==> config.mk <==
export PLATFORM = sky130hd
export DESIGN_NAME = morse_sos_detector
export DESIGN_NICKNAME = d
export VERILOG_FILES = /design/src/rtl/morse_sos_detector.sv
export SDC_FILE = /design/constraint.sdc
export NUM_CORES = 1
export LEC_CHECK = 0
export ABC_CLOCK_PERIOD_IN_PS = 5800
export BUFFER_PORTS_ARGS = -buffer_cell sky130_fd_sc_hd__clkbuf_2
export CAP_MARGIN = 20
export CORE_MARGIN = 5
export CORE_UTILIZATION = 35
export CTS_BUF_LIST = sky130_fd_sc_hd__clkbuf_8 sky130_fd_sc_hd__clkbuf_16
export DETAILED_ROUTE_END_ITERATION = 16
export GPL_TIMING_DRIVEN = 0
export MAX_ROUTING_LAYER = met4
export PLACE_DENSITY = 0.61
export SLEW_MARGIN = 20
export SYNTH_ARGS = -nofsm -noshare
export SYNTH_HDL_FRONTEND = slang
export SYNTH_SLANG_ARGS = --single-unit
==> constraint.sdc <==
create_clock -name CLK -period 5.8 [get_ports CLK]
set_input_delay 0.58 -clock CLK [delete_from_list [all_inputs] [get_ports CLK]]
set_output_delay 0.58 -clock CLK [all_outputs]
set_load 0.05 [all_outputs]
==> src/rtl/morse_sos_detector.sv <==
// morse_sos_detector: times marks/spaces on an active-low keyed line, classifies dots and dashes
// and pulses SOS_Found when S S S L L L S S S arrives without a gap timeout.
module morse_sos_detector #(
   parameter logic [15:0] T1MS        = 16'd49_999,
   parameter logic [9:0]  SHORT_MIN   = 10'd60,
   parameter logic [9:0]  SHORT_MAX   = 10'd180,
   parameter logic [9:0]  LONG_MIN    = 10'd200,
   parameter logic [9:0]  LONG_MAX    = 10'd450,
   parameter logic [9:0]  GAP_TIMEOUT = 10'd500
) (
   input  logic CLK,
   input  logic RSTn,
   input  logic Det_En,
   input  logic Pin_In,
   output logic Sym_Valid,
   output logic Sym_Long,
   output logic SOS_Found,
   output logic Err,
   output logic Busy
);
   typedef enum logic [1:0] {IDLE, MARK, WAIT_REL, SPACE} state_t;
   state_t state, state_nx;
   logic [1:0]  sync;
   logic [15:0] clk_cnt;
   logic [9:0]  ms, ms_inc, ms_eff;
   logic [3:0]  idx, idx_nx;
   logic mark, wrap, counting, is_dot, is_dash, too_long, want_long, match;
   logic sym_valid_nx, sym_long_nx, sos_nx, err_nx;

   assign mark      = !sync[1];
   assign wrap      = clk_cnt == T1MS;
   assign counting  = state == MARK || state == SPACE;
   assign ms_inc    = (ms == 10'd1023) ? ms : ms + 10'd1;
   // length including the millisecond that completes on this very edge
   assign ms_eff    = wrap ? ms_inc : ms;
   assign is_dot    = ms_eff >= SHORT_MIN && ms_eff <= SHORT_MAX;
   assign is_dash   = ms_eff >= LONG_MIN && ms_eff <= LONG_MAX;
   assign too_long  = ms_eff > LONG_MAX;
   assign want_long = idx >= 4'd3 && idx <= 4'd5;
   assign match     = is_dash == want_long;

   always_ff @(posedge CLK or negedge RSTn)
      if (!RSTn) sync <= 2'b11;
      else       sync <= {sync[0], Pin_In};

   always_ff @(posedge CLK or negedge RSTn)
      if (!RSTn) begin
         state     <= IDLE;
         idx       <= '0;
         clk_cnt   <= '0;
         ms        <= '0;
         Sym_Valid <= 1'b0;
         Sym_Long  <= 1'b0;
         SOS_Found <= 1'b0;
         Err       <= 1'b0;
         Busy      <= 1'b0;
      end else begin
         state     <= state_nx;
         idx       <= idx_nx;
         clk_cnt   <= (state_nx != state || !counting || wrap) ? '0 : clk_cnt + 16'd1;
         ms        <= (state_nx != state || !counting) ? '0 : wrap ? ms_inc : ms;
         Sym_Valid <= sym_valid_nx;
         Sym_Long  <= sym_long_nx;
         SOS_Found <= sos_nx;
         Err       <= err_nx;
         Busy      <= state_nx != IDLE;
      end

   always_comb begin
      state_nx = state;
      idx_nx   = idx;
      if (!Det_En) begin
         state_nx = IDLE;
         idx_nx   = '0;
      end else
         case (state)
            IDLE:     state_nx = mark ? MARK : IDLE;
            MARK:
               if (mark && too_long) begin
                  state_nx = WAIT_REL;
                  idx_nx   = '0;
               end else if (!mark) begin
                  state_nx = SPACE;
                  idx_nx   = !(is_dot || is_dash) ? 4'd0 :
                             match ? ((idx == 4'd8) ? 4'd0 : idx + 4'd1) :
                             is_dash ? 4'd0 : (idx == 4'd3) ? 4'd3 : 4'd1;
               end
            WAIT_REL: state_nx = mark ? WAIT_REL : SPACE;
            SPACE:
               if (mark) state_nx = MARK;
               else if (ms == GAP_TIMEOUT) begin
                  state_nx = IDLE;
                  idx_nx   = '0;
               end
            default:  state_nx = IDLE;
         endcase
   end

   always_comb begin
      sym_valid_nx = Det_En && state == MARK && !mark && (is_dot || is_dash);
      err_nx       = Det_En && state == MARK && (mark ? too_long : !(is_dot || is_dash));
      sym_long_nx  = sym_valid_nx ? is_dash : Sym_Long;
      sos_nx       = sym_valid_nx && match && idx == 4'd8;
   end
endmodule

==> flow_summary.json, run 1 <==
{
  "reg2reg_slack_ps": 2640,
  "maxCapViolCount": 0,
  "synthesis.nets": 292,
  "min_period_ps": 3164,
  "tns_ps": 0,
  "grt_overflow": 0,
  "cts_tree": "done",
  "wl_per_cell_um": 14.11,
  "synth_ff_type": "dfrtp_1",
  "swShare_pct": 25.61,
  "layout-drive-gt1-share_pct": 18.86,
  "num_vias": 2143,
  "dpl-instance-area_sq_um": 2815,
  "final_util_pct": 39.97,
  "vdd_drop_max_v": 0.0001196,
  "syn_area_per_cell_sq_um": 9.435,
  "clkPwrFrac_pct": 42.2,
  "initial_core_util_pct": 36.17,
  "critPathMaxFanout": 6,
  "cts.path.max_buffers": 2,
  "cts.repair.resized": 0,
  "seq_power_share_pct": 49.5,
  "required_ps": 6040,
  "slew_headroom_pct": 40.74,
  "dieArea_sq_um": 9416,
  "grt_pass1_wl_um": 9708,
  "gp_congestion": 0.8867,
  "std_cell_rows": 31,
  "worstSetupEndpointType": "flop",
  "post_cts.repair.setup_buffers": 0,
  "clk_pin_slew_ps": 90,
  "setup_viol": 0,
  "synth_edf_count": 0,
  "leakage_nw": 1.146,
  "cts.sinks": 39,
  "finalClockSkew_ps": 13.87,
  "crit_path_start_kind": "flop",
  "fill_cells": 732,
  "rsz0062_at_grt": "false",
  "via_per_inst": 5.412,
  "antenna_found_initial": 0,
  "switching_power_w": 0.0001449,
  "arrival_ps": 3400,
  "ys_ff_latch": 39,
  "dr.pass1.iters": 4,
  "h-tree-depth": 2,
  "critPathKind": "flop to flop",
  "dp.cells": 388,
  "grt_use_total_pct": 12.73,
  "p_int_w": 0.0004209,
  "holdCritPathClass": "input pin to flop",
  "syn-cell-area_sq_um": 2651,
  "die_x_um": 97.04,
  "min_period_over_period_pct": 54.55,
  "yosys_warnings": 0,
  "die_y_um": 97.04,
  "status": "completed",
  "fin_nets": 307,
  "port_buffers": 8,
  "io_pins": 9,
  "finish.instance_area_sq_um": 2930,
  "tritoncts.num_buffers": 5,
  "clock-root-buffer": "clkbuf_8",
  "final_cells": 396,
  "grt_max_degree": 40,
  "combPwrFrac_pct": 8.3,
  "first_iter_violations": 214,
  "design.core.area_sq_um": 7331,
  "ant_nets": 0,
  "cellPowerDensity_nw_per_um2": 193.1,
  "ys_types": 69,
  "tightestPinTransition_ps": 888.9,
  "dpl.hpwl_um": 3999,
  "grt_pass1_vias": 2073,
  "antenna_cells": 0,
  "final-max-slew-violation-count": 0,
  "wirelength_um": 5589,
  "remaining_drc_errors": 0,
  "synth_cells": 281,
  "final_hold_viol_count": 0,
  "timing.fmax_mhz": 316.1,
  "ys_seq_area_share_pct": 36.90,
  "async_flop_share_pct": 100.0,
  "hold_buffers": 0,
  "insertion_delay_ps": 300,
  "areaGrowthSynthToFinish_pct": 10.52
}
-- synthesized netlist by cell type, types with 3 or more instances --
cell type  instances  area [sq um]
nor2_1            40         150.1
dfrtp_1           37         925.9
nand2_1           21         78.83
nand3_1           21         105.1
inv_1             11         41.29
xnor2_1           11         96.34
xor2_1            10         87.58
a21oi_1            7         35.03
ha_1               7         87.58
o21ai_0            7         35.03
a211oi_1           6         45.04
nand4_1            6         37.54
and3_1             5         31.28
buf_2              5         25.02
nor3_1             5         25.02
clkbuf_1           4         15.01
clkbuf_8           4         55.05
and3_2             3         22.52
mux2i_1            3         30.03
nand2b_1           3         18.77
nor3_2             3         30.03
nor4_1             3         18.77
-- cells in the final DEF, fill, tap and decap left out, drive strengths merged, types with 3 or more instances in the layout --
| master | Yosys | final |
|---|---|---|
| a211oi | 6 | 6 |
| a21o | 3 | 3 |
| a21oi | 7 | 7 |
| a311oi | 3 | 3 |
| and3 | 8 | 8 |
| and4 | 4 | 4 |
| buf | 7 | 8 |
| clkbuf | 8 | 20 |
| dfrtp | 37 | 37 |
| ha | 7 | 7 |
| inv | 11 | 12 |
| mux2i | 5 | 5 |
| nand2 | 21 | 21 |
| nand2b | 3 | 3 |
| nand3 | 23 | 23 |
| nand4 | 7 | 7 |
| nor2 | 40 | 40 |
| nor3 | 8 | 8 |
| nor4 | 3 | 3 |
| o21ai | 9 | 9 |
| xnor2 | 11 | 11 |
| xor2 | 10 | 10 |
-- kinds of logic after synthesis --
| logic type | Yosys count | synth area share, % |
|---|---|---|
| compound gates | 49 | 15.48 |
| xor+xnor | 21 | 6.937 |
| fa+ha+maj | 8 | 3.681 |
| buf+inv | 26 | 5.993 |
| flops | 39 | 36.90 |
| mux | 7 | 3.492 |
| simple gates | 131 | 27.51 |
-- final cells by class --
class / instances / area (sq um) / area share [%]
Timing Repair Buffer: 8 / 40.04 / 1.366
Tap cell: 99 / 123.9 / 4.227
Clock inverter: 3 / 46.29 / 1.580
Clock buffer: 5 / 68.82 / 2.348
Inverter: 11 / 41.29 / 1.409
Multi-Input combinational cell: 216 / 1514 / 51.67
Sequential cell: 39 / 978.4 / 33.39
Buffer: 15 / 117.6 / 4.014
-- power groups by stage --
stage          Clock [W]  Combinational (W)  Sequential, W
4_1_cts         0.000245          0.0000481       0.000280
5_1_grt         0.000255          0.0000521       0.000281
3_5_place_dp           0          0.0000480       0.000285
2_1_floorplan          0          0.0000234       0.000294
6_report        0.000239          0.0000470       0.000280
3_3_place_gp           0          0.0000473       0.000285
-- sequential cells by signal, indices dropped and copies added (netlist names) --
signal and cells:
ms 10, Err 1, Sym_Valid 1, sync 2, Sym_Long 1, SOS_Found 1, Busy 1, clk_cnt 16
state 2, idx 4
-- routing by layer --
layer  track usage (%)  vias to the layer above  routed length, um
met1             16.48                     1040               2641
met3             2.374                        6                241
met4             4.104                        0                 64
met2             20.12                       50               2642
met5                 -                        -                  0
li1                  -                     1047                  -
-- final timing paths --
check,startpoint,end,cells past startpoint
setup / recovery,clk_cnt[0]$_DFF_PN0_,idx[3]$_DFFE_PN0P_,10
hold / removal,Pin_In,sync[0]$_DFF_PN1_,1
setup reg to reg,clk_cnt[0]$_DFF_PN0_,idx[3]$_DFFE_PN0P_,10
hold reg to reg,sync[0]$_DFF_PN1_,sync[1]$_DFF_PN1_,0
max in group asynchronous,RSTn,ms[5]$_DFF_PN0_,1
min in group asynchronous,RSTn,clk_cnt[4]$_DFF_PN0_,1
-- critical path: stages (launching register included) --
cell and delay [ps]:
dfrtp_1 370, ha_1 180, and3_1 260, nand4_1 250
nor3_2 270, mux2i_2 400, or2b_2 360, o32ai_4 210
mux2i_1 170, or4_1 520, o21ai_1 120
-- stage by stage --
step	total power [W]	setup slack, ps	hold WS, ps
6_report	0.0005658	2636	359.9
5_1_grt	0.0005873	2346	340.9
4_1_cts	0.0005726	2607	344.4
3_5_place_dp	0.0003333	2640	356.9
3_3_place_gp	0.0003324	2663	346.5
2_1_floorplan	0.0003174	2994	284.4
Power figures use the tool's default switching activity.
==> run 2, diff against run 1 <==
--- a/config.mk
+++ b/config.mk
@@ -5,7 +5,7 @@
 export SDC_FILE = /design/constraint.sdc
 export NUM_CORES = 1
 export LEC_CHECK = 0
-export ABC_CLOCK_PERIOD_IN_PS = 5800
+export ABC_CLOCK_PERIOD_IN_PS = 2800
 export BUFFER_PORTS_ARGS = -buffer_cell sky130_fd_sc_hd__clkbuf_2
 export CAP_MARGIN = 20
 export CORE_MARGIN = 5
@@ -14,7 +14,7 @@
 export DETAILED_ROUTE_END_ITERATION = 16
 export GPL_TIMING_DRIVEN = 0
 export MAX_ROUTING_LAYER = met4
-export PLACE_DENSITY = 0.61
+export PLACE_DENSITY = 0.63
 export SLEW_MARGIN = 20
 export SYNTH_ARGS = -nofsm -noshare
 export SYNTH_HDL_FRONTEND = slang
==> constraint.sdc (replaced) <==
create_clock -name CLK -period 2.8 [get_ports CLK]
set_input_delay 0.28 -clock CLK [delete_from_list [all_inputs] [get_ports CLK]]
set_output_delay 0.28 -clock CLK [all_outputs]
set_load 0.05 [all_outputs]
==> flow_summary.json, run 2 (synthesized netlist as in run 1, its figures left out) <==
{
  "status": "complete, but fails checks",
  "violations": "negative setup slack",
  "setup_viol": 3,
  "critPathBufInv": 1,
  "num_vias": 2242,
  "layout-drive-gt1-share_pct": 35.42,
  "final_common_cell": "dfrtp_1",
  "cts.sinks": 39,
  "tightestPinTransition_ps": 870.1,
  "reg_top3": "clk_cnt (16), ms (10), idx (4)",
  "die_x_um": 97.04,
  "grt_pass1_vias": 2122,
  "h-tree-depth": 2,
  "path_cells": "nor4b_4 > and4_4 > buf_8 > nand3_2 > mux2_4 > o211a_1 > nor3_4 > mux2i_1 > or4_1 > o21ai_1",
  "largest_reg_flops": 16,
  "first_iter_violations": 153,
  "clk_pin_slew_ps": 80,
  "finalClockSkew_ps": 3.373,
  "maxCapViolCount": 0,
  "grt_use_total_pct": 12.99,
  "grt_max_degree": 40,
  "crit_path_start_kind": "flop",
  "insertion_delay_ps": 290,
  "slew_headroom_pct": 41.99,
  "hold_buffers": 0,
  "min_period_over_period_pct": 104.0,
  "port_buffers": 8,
  "die_y_um": 97.04,
  "design.core.area_sq_um": 7331,
  "timing.fmax_mhz": 343.4,
  "remaining_drc_errors": 0,
  "clock-root-buffer": "clkbuf_8",
  "holdCritPathClass": "input pin to flop",
  "worstSetupEndpointType": "flop",
  "critPathKind": "flop to flop",
  "dpl.hpwl_um": 3871,
  "final_hold_viol_count": 0,
  "layout_common_cells": "dfrtp_1, nor2_1, nand3_1, nand2_1, buf_4",
  "cellPowerDensity_nw_per_um2": 356.7,
  "wirelength_um": 6021,
  "antenna_cells": 0,
  "fin_nets": 329,
  "areaGrowthSynthToFinish_pct": 24.68,
  "crit_family": "simple AND/OR/NAND/NOR gates",
  "cts.path.max_buffers": 2,
  "finish.instance_area_sq_um": 3306,
  "tritoncts.num_buffers": 5,
  "grt_overflow": 0,
  "dr.pass1.iters": 5,
  "critPathMaxFanout": 10,
  "ant_nets": 0,
  "rsz0062_at_grt": "true",
  "dpl-instance-area_sq_um": 2815,
  "final_cells": 418,
  "leakage_nw": 1.278,
  "arrival_ps": 3130,
  "antenna_found_initial": 0,
  "gp_congestion": 0.9640,
  "regMostFlops": "clk_cnt",
  "via_per_inst": 5.364,
  "dieArea_sq_um": 9416,
  "cpMaxStageDelayCell": "or4_1",
  "dp.cells": 388,
  "cts_tree": "done",
  "io_pins": 9,
  "worst_slack_ps": -112.2,
  "grt_pass1_wl_um": 10100,
  "initial_core_util_pct": 36.17,
  "final-max-slew-violation-count": 0,
  "worst_path_largest_cell_delay_ps": 490,
  "wl_per_cell_um": 14.40,
  "std_cell_rows": 31,
  "required_ps": 3020,
  "vdd_drop_max_v": 0.0002870,
  "min_period_ps": 2912
}
run 2: changes by cell type in the layout (fill, tap and decap cells not counted), sizes merged:
cell  delta
buf     +22
run 2: final timing paths:
path / slack (ps) / startpoint / end / depth (start not counted)
setup / recovery: -110 / clk_cnt[10]$_DFF_PN0_ / idx[3]$_DFFE_PN0P_ / 10
hold / removal: 60 / Pin_In / sync[0]$_DFF_PN1_ / 1
setup reg to reg: -110 / clk_cnt[10]$_DFF_PN0_ / idx[3]$_DFFE_PN0P_ / 10
hold reg to reg: 360 / sync[0]$_DFF_PN1_ / sync[1]$_DFF_PN1_ / 0
max in group asynchronous: 2110 / RSTn / clk_cnt[10]$_DFF_PN0_ / 1
min in group asynchronous: 100 / RSTn / clk_cnt[0]$_DFF_PN0_ / 1
run 2: per-stage QoR:
| stage | total power (W) | setup TNS [ps] | hold slack [ps] | worst slack, ps | utilization (%) |
|---|---|---|---|---|---|
| floorplan | 0.0006574 | 0 | -15.59 | 30.72 | - |
| global placement | 0.0006881 | -7141 | 346.2 | -314.5 | 38.40 |
| detailed placement | 0.0006902 | -7516 | 347.3 | -338.7 | 38.40 |
| CTS | 0.001185 | -265.5 | 52.29 | -125.3 | 42.31 |
| global route | 0.001236 | -2043 | 37.23 | -224.9 | 45.09 |
| finish | 0.001179 | -276.5 | 61.02 | -112.2 | 45.09 |
run 2: metal layers:
layer | GRT usage (%) | up-vias | part of all wire (%)
met5 | - | - | 0
met4 | 3.996 | 0 | 1.1
li1 | - | 1091 | -
met1 | 16.72 | 1100 | 47
met3 | 2.374 | 8 | 2.8
met2 | 20.81 | 43 | 49
run 2: cell type report:
type,instances,area (sq um)
buffer,15,137.6
clock buffer,5,68.82
clock inverter,3,46.29
fill,680,4025
inverter,11,41.29
multi-input combinational,216,1692
sequential,39,983.4
tap,99,123.9
timing repair buffer,30,212.7
run 2: report_power, final:
group | switching, W | internal (W)
combinational | 0.0000806 | 0.0000365
clock | 0.000214 | 0.000268
sequential | 0.00000469 | 0.000575
run 2: repair_timing:
item	in CTS	in global routing
gates resized for setup	22	39
setup buffers	14	9
pin swaps	15	19
setup endpoints to repair	35	34
run 2: worst register-to-register path: stages (launching register included):
cell and delay, ps:
dfrtp_2 430, nor4b_4 290, and4_4 290, buf_8 150, nand3_2 90, mux2_4 320, o211a_1 250, nor3_4 240
mux2i_1 120, or4_1 490, o21ai_1 160
==> run 3, diff against run 2 <==
==> constraint.sdc (replaced) <==
create_clock -name CLK -period 2.8 [get_ports CLK]
set_input_delay 0 -clock CLK [delete_from_list [all_inputs] [get_ports CLK]]
set_output_delay 0 -clock CLK [all_outputs]
set_load 0.05 [all_outputs]
==> flow_summary.json, run 3 (synthesized netlist as in run 1, its figures left out) <==
{
  "fin_nets": 334,
  "required_ps": 3020,
  "finalClockSkew_ps": 3.411,
  "die_y_um": 97.04,
  "maxCapViolCount": 0,
  "critPathKind": "flop to flop",
  "fill_cells": 673,
  "setup_viol": 5,
  "cts_tree": "done",
  "wirelength_um": 6125,
  "cts.sinks": 39,
  "regArea_sq_um": 983.4,
  "first_iter_violations": 169,
  "min_period_over_period_pct": 104.6,
  "remaining_drc_errors": 0,
  "slew_headroom_pct": 41.66,
  "grt_pass1_wl_um": 10180,
  "std_cell_rows": 31,
  "vdd_drop_max_v": 0.0002916,
  "whs_ps": 331.2,
  "route.met3.wl_um": 207,
  "cellPowerDensity_nw_per_um2": 354.7,
  "grt_max_degree": 40,
  "design.core.area_sq_um": 7331,
  "leakage_nw": 1.289,
  "port_buffers": 8,
  "tritoncts.num_buffers": 5,
  "grt_overflow": 0,
  "dr.pass1.iters": 4,
  "final_util_pct": 45.61,
  "timing.fmax_mhz": 341.4,
  "r2r-start": "clk_cnt[10]$_DFF_PN0_",
  "critPathLaunch": "clk_cnt[10]$_DFF_PN0_",
  "final_hold_viol_count": 0,
  "final-max-slew-violation-count": 0,
  "holdCritPathClass": "input pin to flop",
  "dr_wl_met2_um": 2965,
  "reg2reg_slack_ps": -130,
  "preCtsSetupSlack_ps": -338.7,
  "initial_core_util_pct": 36.17,
  "antenna_found_initial": 0,
  "die_x_um": 97.04,
  "via_per_inst": 5.322,
  "gp_congestion": 0.9640,
  "cts.path.max_buffers": 2,
  "setup.worst_path.end": "idx[3]$_DFFE_PN0P_",
  "violations": "negative setup slack",
  "clock-root-buffer": "clkbuf_8",
  "wl_per_cell_um": 14.48,
  "wl_met1_um": 2822,
  "worstSetupEndpointType": "flop",
  "regMostFlops": "clk_cnt",
  "dp.cells": 388,
  "layout-drive-gt1-share_pct": 35.49,
  "status": "complete, but fails checks",
  "tightestPinTransition_ps": 875.2,
  "largest_reg_flops": 16,
  "critPathMaxFanout": 5,
  "top_layer": "met4",
  "rsz0062_at_grt": "true",
  "io_pins": 9,
  "ant_nets": 0,
  "num_vias": 2251,
  "final_common_cell": "dfrtp_1",
  "dpl-instance-area_sq_um": 2815,
  "rr_endpoint": "idx[3]$_DFFE_PN0P_",
  "min_period_ps": 2929,
  "dpl.hpwl_um": 3871,
  "crit_path_start_kind": "flop",
  "finish.instance_area_sq_um": 3343,
  "multi_input_area_sq_um": 1684,
  "dieArea_sq_um": 9416,
  "h-tree-depth": 2,
  "insertion_delay_ps": 300,
  "grt_use_total_pct": 13.07,
  "layout_common_cells": "dfrtp_1, nor2_1, buf_4",
  "final_cells": 423,
  "reg_top3": "clk_cnt (16), ms (10), idx (4)",
  "areaGrowthSynthToFinish_pct": 26.10,
  "clk_pin_slew_ps": 80,
  "r2r_cells": 9,
  "antenna_cells": 0,
  "grt_pass1_vias": 2139,
  "arrival_ps": 3150,
  "worst_slack_ps": -129.2
}
run 3: cell types whose count changed in the layout (fill, tap and decap cells not counted), sizes merged:
| cell | previous run | this run |
|---|---|---|
| dlygate4sd3 | 0 | 3 |
| buf | 30 | 32 |
run 3: how the worst min path moves through the flow:
stage,cells after the start,startpoint,end
6_report,2,Pin_In,sync[0]$_DFF_PN1_
4_1_cts,2,Pin_In,sync[0]$_DFF_PN1_
2_1_floorplan,0,RSTn,Busy$_DFF_PN0_
5_1_grt,2,Pin_In,sync[0]$_DFF_PN1_
3_5_place_dp,1,Pin_In,sync[0]$_DFF_PN1_
3_3_place_gp,1,Pin_In,sync[0]$_DFF_PN1_
run 3: where the power goes:
group	total, W	internal, W	switching (W)
Sequential	0.000580	0.000575	0.00000504
Combinational	0.000118	0.0000392	0.0000786
Clock	0.000488	0.000269	0.000219
Total	0.00119	0.000883	0.000303
run 3: per-layer routing:
layer,vias to the layer above,GRT usage (%)
met5,-,-
met4,0,3.888
met3,14,2.374
met2,48,20.97
met1,1091,16.86
li1,1098,-
run 3: critical path, cell delays in order (launching register included):
cell	delay [ps]
dfrtp_2	430
nor4b_4	290
nand4_1	260
nor3_2	220
mux2i_2	340
or2b_4	320
o32ai_4	200
mux2i_1	150
or4_1	480
o21ai_1	140
run 3: layout make-up:
| class | instances | area share, % |
|---|---|---|
| Multi-Input combinational cell | 216 | 50.37 |
| Sequential cell | 39 | 29.42 |
| Timing Repair Buffer | 35 | 7.710 |
| Buffer | 15 | 4.117 |
| Tap cell | 99 | 3.705 |
| Clock buffer | 5 | 2.058 |
| Clock inverter | 3 | 1.385 |
| Inverter | 11 | 1.235 |
run 3: per-stage QoR:
| stage | power, W | setup TNS [ps] |
|---|---|---|
| after floorplan | 0.0006574 | 0 |
| after global placement | 0.0006881 | -7141 |
| after detailed placement | 0.0006902 | -7516 |
| after CTS | 0.001188 | -265.5 |
| after global routing | 0.001238 | -2053 |
| final | 0.001186 | -379.5 |
run 3: timing repair:
item	4_1_cts	5_1_grt
hold endpoints to repair	39	0
hold buffers	3	0
pin swaps	15	18
buffers inserted	14	10
endpoints found under the setup margin	35	35
gates resized for setup	22	38
